[src/rtl/stream_xform_fifo.sv]
// Elastic valid/ready byte stream buffer: each accepted beat is transformed
// (pass / rotl^key / invert / rotr) and queued in a DEPTH-entry FIFO.
module stream_xform_fifo #(
  parameter int               WIDTH = 8,
  parameter int               DEPTH = 4,
  parameter int               ROT   = 1,
  parameter logic [WIDTH-1:0] KEY   = WIDTH'(8'hA5),
  parameter int               CNT_W = 16
) (
  input  logic                       clk,
  input  logic                       rst_n,
  input  logic                       flush,
  input  logic [1:0]                 mode,
  input  logic [WIDTH-1:0]           in_data,
  input  logic                       in_valid,
  output logic                       in_ready,
  output logic [WIDTH-1:0]           out_data,
  output logic                       out_valid,
  input  logic                       out_ready,
  output logic [$clog2(DEPTH+1)-1:0] level,
  output logic [CNT_W-1:0]           beat_count
);
  localparam int PW = (DEPTH > 1) ? $clog2(DEPTH) : 1;
  localparam int LW = $clog2(DEPTH+1);

  function automatic logic [WIDTH-1:0] xform(input logic [WIDTH-1:0] d, input logic [1:0] m);
    logic [WIDTH-1:0] r;
    case (m)
      2'b00:   r = d;
      2'b01:   r = ((d << ROT) | (d >> (WIDTH-ROT))) ^ KEY;
      2'b10:   r = ~d;
      default: r = (d >> ROT) | (d << (WIDTH-ROT));
    endcase
    return r;
  endfunction

  logic [WIDTH-1:0] mem_q [DEPTH];
  logic [PW-1:0]    wr_ptr_q, wr_ptr_d, rd_ptr_q, rd_ptr_d;
  logic [LW-1:0]    level_q, level_d;
  logic [CNT_W-1:0] cnt_q, cnt_d;
  logic             push, pop;

  assign in_ready   = (level_q < LW'(DEPTH));
  assign out_valid  = (level_q != '0);
  // Gate on occupancy so the unreset storage never leaks out after reset.
  assign out_data   = out_valid ? mem_q[rd_ptr_q] : '0;
  assign level      = level_q;
  assign beat_count = cnt_q;

  assign push = in_valid && in_ready && !flush;
  assign pop  = out_valid && out_ready;

  always_comb begin
    wr_ptr_d = wr_ptr_q;
    rd_ptr_d = rd_ptr_q;
    level_d  = level_q;
    cnt_d    = pop ? cnt_q + 1'b1 : cnt_q;
    if (flush) begin
      wr_ptr_d = '0;
      rd_ptr_d = '0;
      level_d  = '0;
    end else begin
      if (push) wr_ptr_d = wr_ptr_q + 1'b1;
      if (pop)  rd_ptr_d = rd_ptr_q + 1'b1;
      case ({push, pop})
        2'b10:   level_d = level_q + 1'b1;
        2'b01:   level_d = level_q - 1'b1;
        default: level_d = level_q;
      endcase
    end
  end

  always_ff @(posedge clk) begin
    if (push) mem_q[wr_ptr_q] <= xform(in_data, mode);
  end

  always_ff @(posedge clk or negedge rst_n) begin
    if (!rst_n) begin
      wr_ptr_q <= '0;
      rd_ptr_q <= '0;
      level_q  <= '0;
      cnt_q    <= '0;
    end else begin
      wr_ptr_q <= wr_ptr_d;
      rd_ptr_q <= rd_ptr_d;
      level_q  <= level_d;
      cnt_q    <= cnt_d;
    end
  end
endmodule

[config.mk]
export PLATFORM = sky130hd
export DESIGN_NAME = stream_xform_fifo
export DESIGN_NICKNAME = d
export VERILOG_FILES = /design/src/rtl/stream_xform_fifo.sv
export SDC_FILE = /design/constraint.sdc
export NUM_CORES = 1
export LEC_CHECK = 0
export CELL_PAD_IN_SITES_DETAIL_PLACEMENT = 2
export CELL_PAD_IN_SITES_GLOBAL_PLACEMENT = 2
export CORE_MARGIN = 3
export CORE_UTILIZATION = 39
export DETAILED_ROUTE_END_ITERATION = 16
export PLACE_DENSITY_LB_ADDON = 0.1
export SLEW_MARGIN = 30
export SYNTH_ARGS = -nofsm -noshare
export SYNTH_HDL_FRONTEND = slang
export SYNTH_SLANG_ARGS = --single-unit
[constraint.sdc]
create_clock -name clk -period 6.3 [get_ports clk]
set_clock_uncertainty 0.15 [all_clocks]
set_input_delay 1.575 -clock clk [delete_from_list [all_inputs] [get_ports clk]]
set_output_delay 1.575 -clock clk [all_outputs]
set_load 0.1 [all_outputs]
# Word-level counts from Yosys, hierarchy flattened
# Memory sizes are Yosys's and may differ from the RTL's.
# Cells that the tools add are included.
[op_classes]
add_sub_neg = 5
order_cmp = 1
n_eq_ne = 4
mux = 11
bitwise = 4
reduce_logical = 9
[ops]
columns = ["cell", "count"]
rows = [
  ["$pmux W8 S3", 1],
  ["$add A16 B1 Y16 const B", 1],
  ["$mux W8", 2],
  ["$mux W2", 4],
  ["$not A8 Y8", 1],
  ["$or A7 B8 Y8", 1],
  ["$or A8 B1 Y8", 1],
  ["$pmux W3 S2", 1],
  ["$reduce_bool A3 Y1", 2],
  ["$add A2 B1 Y2 const B", 2],
  ["$eq A2 B1 Y1 const B", 2],
  ["$eq A2 B2 Y1 const B", 2],
  ["$not A4 Y4", 1],
  ["$reduce_bool A2 Y1", 2],
  ["$add A3 B1 Y3 const B", 1],
  ["$logic_and A1 B1 Y1", 3],
  ["$lt A3 B3 Y1 const B", 1],
  ["$mux W3", 1],
  ["$sub A3 B1 Y3 const B", 1],
  ["$logic_not A2 Y1", 1],
  ["$mux W1", 2],
  ["$logic_not A1 Y1", 1],
]
[word_totals]
regBits = 23
ram_bits = 32
inputBits = 15
output_inout_bits = 29
wordCells = 39
mem_count = 1
[mem_list]
columns = ["name", "words", "word_bits", "read_ports", "rd_clocked_by_memory_dff", "write_ports", "line", "rtl"]
rows = [
  ["mem_q", 4, 8, 1, 0, 1, "37", "logic [WIDTH-1:0] mem_q [DEPTH];"],
]

# Depth between registers and ports, before layout
# Gate-level depths: netlist (run 1).
[logic_depth]
word_depth = 6
mapped_depth = 8
depth_no_buf = 7

# Worst setup path after synthesis (run 1)
# Ideal clock, no wire load.
[synth_timing]
path_kind = "register to output"
start = "register level_q[0] (netlist: level[0])"
end = "output out_data[0]"
arrival_time_ns = 2.813
required_time_ns = 4.575
path_slack_ns = 1.762
path_stages_with_launch = 4
path_buffers = 1
path_cell_list = "dfrtp_1 clkbuf_8 nor3_1 nor2b_1"
[synth_via]
elab_chain_cells = 2
[synth_rtl]
columns = ["item", "line", "rtl"]
rows = [
  ["start: declaration", "39", "logic [LW-1:0] level_q, level_d;"],
  ["start signal: assignment", "86", "level_q <= level_d;"],
  ["$reduce_bool A3 Y1", "44", "assign out_valid = (level_q != '0);"],
  ["$mux W8", "46", "assign out_data = out_valid ? mem_q[rd_ptr_q] : '0;"],
  ["end: declaration", "17", "output logic [WIDTH-1:0] out_data,"],
]
# No other way between the ends.

# Final worst setup path (run 1)
[layout_timing]
start = "register rd_ptr_q[0]"
end = "output out_data[3]"
[layout_via]
elab_chain_cells = 2
[layout_rtl]
columns = ["item", "line", "rtl"]
rows = [
  ["start: declaration", "38", "logic [PW-1:0] wr_ptr_q, wr_ptr_d, rd_ptr_q, rd_ptr_d;"],
  ["start signal: assignment", "85", "rd_ptr_q <= rd_ptr_d;"],
  ["$mem_v2 Z4 W8", "--", ""],
  ["$mux W8", "46", ""],
]
# No other way between the ends.

==> impl_metrics.ini, run 1 <==
[die]
die_width_um = 89.1
initial_core_util_pct = 41.2
rows = 29
pin_count = 44
die_h_um = 89.1
core_sq_um = 6530
die_area_sq_um = 7940

[synth]
synth_edf_count = 32
synth_most_common_cell = edfxtp_1
syn-mean-instance-area_sq_um = 12.8
synth_ff_type = edfxtp_1
synthesis.nets = 231
synth.top_cell.area_share_pct = 35.7
synth_area_sq_um = 2690
synth_area_leaders = edfxtp_1 (36%), dfrtp_1 (21%), mux4_2 (6.7%)
synthTopCellsByCount = edfxtp_1 (32), dfrtp_1 (23), nor2_1 (20), xor2_1 (15)
syn_inst = 210
async_flop_share_pct = 41.8
synth_largest_area_cell = edfxtp_1
synth_cell_types = 34
yosysWarningCount = 0
synth_seq_area_share_pct = 57.0
synth_seq_cells = 55

[timing]
period_minus_slack_ns = 4.53
fmaxAchievable_mhz = 221
setup_viol = 0
slew-limit-headroom_pct = 33.8
setup_slack_ns = 1.77
rsz0062_at_grt = false
finalHoldViolCount = 0
tightest_slew_ns = 0.990
slew_violations = 0
holdWs_ns = 0.355
setup_total_negative_slack_ns = 0
fin_crit_sh_pct = 71.9

[power]
intPower_w = 0.000699
swShare_pct = 42.2
comb_power_share_pct = 38.5
clock_power_share_pct = 23.1
p_leak_nw = 1.26
ir_drop_uv = 180
p_sw_w = 0.000510
share_seq_of_total_power_pct = 38.4
power_density_nw_per_um2 = 367

[clock_tree]
cts.sinks = 55
htreeDepth = 2
clk_latency_ns = 0.31
clockRootBuffer = clkbuf_8
cts.path.max_buffers = 2
cts_made_buffers = 5
clk_pin_slew_ns = 0.11
post_cts_buffers = 0
tritoncts = built
ctsHoldBuffers = 0
cts_repair_resize_count = 0

[layout]
final_cells = 329
areaGrowthSynthToFinish_pct = 22.3
diodes = 0
multi_input_area_sq_um = 1070
nets = 272
regArea_sq_um = 1540
fillCellCount = 640
drive_gt1_share_pct = 9.13

[setup_path]
start_kind = flip-flop
crit_type = flip-flop to output port
required_ns = 4.58
crit_fanout = 10
endpoint_kind = output port
cp_data_arrival_time_ns = 2.80

[detailed_routing]
first_iter_violations = 50
routedWlPerCell_um = 20.9
routed_wirelength_mm = 6.88
vias_per_cell = 5.41
dr.pass1.iters = 4
vias = 1779
drcViolationCount = 0
ant_nets = 0

[placement]
gp_congestion = 0.714
dp.cells = 321
dp_slack_ns = 2.09
portBuffers = 43
place_hpwl_mm = 5.07

[run_status]
run_status = finished, final reports clean

[global_route]
track_usage_pct = 19.1
grt_pass1_vias = 2049
grt_pass1_wl_mm = 11.1
overflow = 0
antenna_found_initial = 0
grt_max_degree = 24

[job]
drv_cap = 0

[hold_path]
hold_class = flip-flop to flip-flop
[power groups by stage]
stage	logic, W	clock network (W)	registers [W]
5_1_grt	0.000490	0.000297	0.000472
3_5_place_dp	0.000469	0	0.000473
3_3_place_gp	0.000455	0	0.000469
4_1_cts	0.000471	0.000285	0.000466
2_1_floorplan	0.000238	0	0.000579
6_report	0.000466	0.000279	0.000464
[worst max-delay path, stage by stage (launching register included)]
cell and delay (ns):
dfrtp_1 0.75, mux4_2 0.58, nor2b_1 0.15, clkdlybuf4s50_1 1.00
[layer usage]
metal,up-vias,global-route usage [%],routed length [um]
li1,824,-,-
met1,915,24.8,3060
met2,36,33.6,3610
met3,4,3.41,173
met4,0,3.65,38
met5,-,0,0
[state kept, by name (all words and copies together), names as in the netlist]
name        flops
mem_q          32
beat_count     16
level           3
rd_ptr_q        2
wr_ptr_q        2
[placed cells by master (no fill, tap or decap), types with 5 or more instances in the layout]
| cell type | netlist | layout |
|---|---|---|
| mux2i_1 | 8 | 8 |
| xor2_1 | 15 | 15 |
| clkbuf_8 | 3 | 5 |
| nand3_1 | 5 | 5 |
| inv_1 | 7 | 7 |
| nor2_1 | 20 | 20 |
| mux4_2 | 8 | 8 |
| a21oi_1 | 14 | 14 |
| dfrtp_1 | 23 | 23 |
| edfxtp_1 | 32 | 32 |
| nor2b_1 | 9 | 9 |
| xnor2_1 | 12 | 12 |
| clkdlybuf4s50_1 | 0 | 43 |
| ha_1 | 5 | 5 |
| nand2_1 | 14 | 14 |
[cell type report]
class	count	area share (%)
timing repair buffer	44	13.3
clock inverter	2	1.82
inverter	7	0.797
tap	77	2.92
multi-input combinational	138	32.3
sequential	55	46.6
clock buffer	6	2.20
[logic make-up after synthesis]
group                    share of synthesized area (%)
AND/OR/NAND/NOR                                   12.4
AO/OA/AOI/OAI                                     4.88
adder cells (fa/ha/maj)                           3.07
flip-flops                                        57.0
buffers and inverters                             3.58
XOR/XNOR                                          9.38
multiplexers                                      9.66
[through the flow]
stage	util (%)	power, W	area, sq um
finish	50.5	0.00121	3300
global route	50.5	0.00126	3300
CTS	50.5	0.00122	3300
detailed placement	48.4	0.000941	3160
global placement	48.4	0.000924	3160
floorplan	-	0.000817	2690
[worst paths after layout]
check	start	slack (ns)	to	cells after the start
max	rd_ptr_q[0]	1.77	out_data[3]	3
min	beat_count[13]	0.36	beat_count[13]	1
max reg2reg	level[2]	3.85	level[2]	6
min reg2reg	beat_count[13]	0.36	beat_count[13]	1
max in group asynchronous	rst_n	4.28	beat_count[8]	2
min in group asynchronous	rst_n	1.46	level[0]	2
No activity file was read; power rests on OpenSTA's default activity.
==> inputs of run 2 (changes only) <==
Settings changed: CORE_UTILIZATION 39 to 36.
Clock period 6.3 ns to 4.6 ns, I/O delays scaled along.
==> impl_metrics.ini, run 2 (synthesized netlist as in run 1, its figures left out) <==
[die]
initial_core_util_pct = 38.4
die_area_sq_um = 8560
pin_count = 44
die_h_um = 92.5
rows = 30
core_sq_um = 7020
die_width_um = 92.5

[clock_tree]
clk_pin_slew_ns = 0.10
post_cts_buffers = 0
tritoncts = built
cts.sinks = 55
htreeDepth = 2
cts.path.max_buffers = 2
cts_made_buffers = 5
ctsHoldBuffers = 0
clockRootBuffer = clkbuf_8
cts_repair_resize_count = 0
clk_latency_ns = 0.30

[setup_path]
start_kind = flip-flop
max_stage_delay_ns = 1.22
cp_data_arrival_time_ns = 2.16
reg2reg_from = level[2]
setup.worst_path.start = level[0]
crit_chain = clkdlybuf4s50_1
endpoint_kind = output port
worst-path-buf-inv = 1
slowest_stage = clkdlybuf4s50_1
crit_fanout = 9
required_ns = 3.30
crit_type = flip-flop to output port
crit_family = buffers and inverters

[detailed_routing]
ant_nets = 0
dr.pass1.iters = 4
vias = 1742
routed_wirelength_mm = 6.13
routedWlPerCell_um = 17.6
first_iter_violations = 31
vias_per_cell = 4.99
drcViolationCount = 0

[power]
power_density_nw_per_um2 = 481
p_leak_nw = 1.27
finalPower_w = 0.00158
ir_drop_uv = 181

[layout]
post-route-util_pct = 46.7
diodes = 0
largest-register = mem_q
layout_common_cells = clkdlybuf4s50_1 (34), edfxtp_1 (32), dfrtp_1 (23)
final_common_cell = clkdlybuf4s50_1
final_cells = 349
drive_gt1_share_pct = 13.0
fillCellCount = 717
multi_input_area_sq_um = 1060
largest_register_ffs = 32
areaGrowthSynthToFinish_pct = 21.7
final_area_sq_um = 3280
regArea_sq_um = 1540
nets = 273

[job]
drv_cap = 0

[placement]
gp_congestion = 0.764
dp.cells = 341
place_hpwl_mm = 4.45
placed_area_sq_um = 3170
portBuffers = 43

[timing]
rsz0062_at_grt = false
slew_violations = 0
period_minus_slack_ns = 3.46
fmaxAchievable_mhz = 289
setup_viol = 0
tightest_slew_ns = 0.989
finalHoldViolCount = 0
fin_crit_sh_pct = 75.2
slew-limit-headroom_pct = 33.9
setup_total_negative_slack_ns = 0

[global_route]
track_usage_pct = 15.6
grt_max_degree = 24
grt_pass1_wl_mm = 10.3
gr-usage-met1_pct = 21.0
grt_pass1_vias = 1946
grt_use_met3_pct = 3.09
top_usage_layer = met2
overflow = 0
grt_use_met2_pct = 25.8
antenna_found_initial = 0

[hold_path]
hold_class = flip-flop to flip-flop
worstHoldStart = beat_count[6]

[run_status]
run_status = finished, final reports clean
-- run 2: cell count changes in the layout (fill, tap and decap cells not counted), sizes merged --
cell	delta
buf	+10
bufinv	-2
clkbuf	+1
clkinv	+1
clkdlybuf4s50	-9
-- run 2: worst paths after layout --
check,end,cells after the start,slack [ns]
setup / recovery,level[0],1,1.14
hold / removal,beat_count[6],1,0.35
setup reg to reg,level[2],6,2.27
hold reg to reg,beat_count[6],1,0.35
max in group asynchronous,beat_count[1],2,3.01
min in group asynchronous,level[0],2,1.05
-- run 2: metal layers --
metal / wire length [um] / vias to the layer above
li1: - / 818
met1: 2850 / 890
met2: 3050 / 29
met3: 183 / 5
met4: 45 / 0
met5: 0 / -
-- run 2: final cells by class --
type | count | share of cell area [%]
inverters | 7 | 0.801
repair buffers | 45 | 12.9
multi-input cells | 138 | 32.4
clock buffers | 7 | 3.28
flip-flops and latches | 55 | 46.9
well taps | 96 | 3.66
clock inverters | 1 | 0.153
-- run 2: power by group --
part | switching (W) | internal [W]
Sequential | 0.0000640 | 0.000569
Clock | 0.000159 | 0.000155
Combinational | 0.000463 | 0.000167
-- run 2: metrics by stage --
| stage | hold WS (ns) | worst slack (ns) |
|---|---|---|
| 2_1_floorplan | 0.393 | 0.487 |
| 3_3_place_gp | 0.342 | 1.30 |
| 3_5_place_dp | 0.341 | 1.18 |
| 4_1_cts | 0.356 | 1.13 |
| 5_1_grt | 0.382 | 1.08 |
| 6_report | 0.353 | 1.14 |
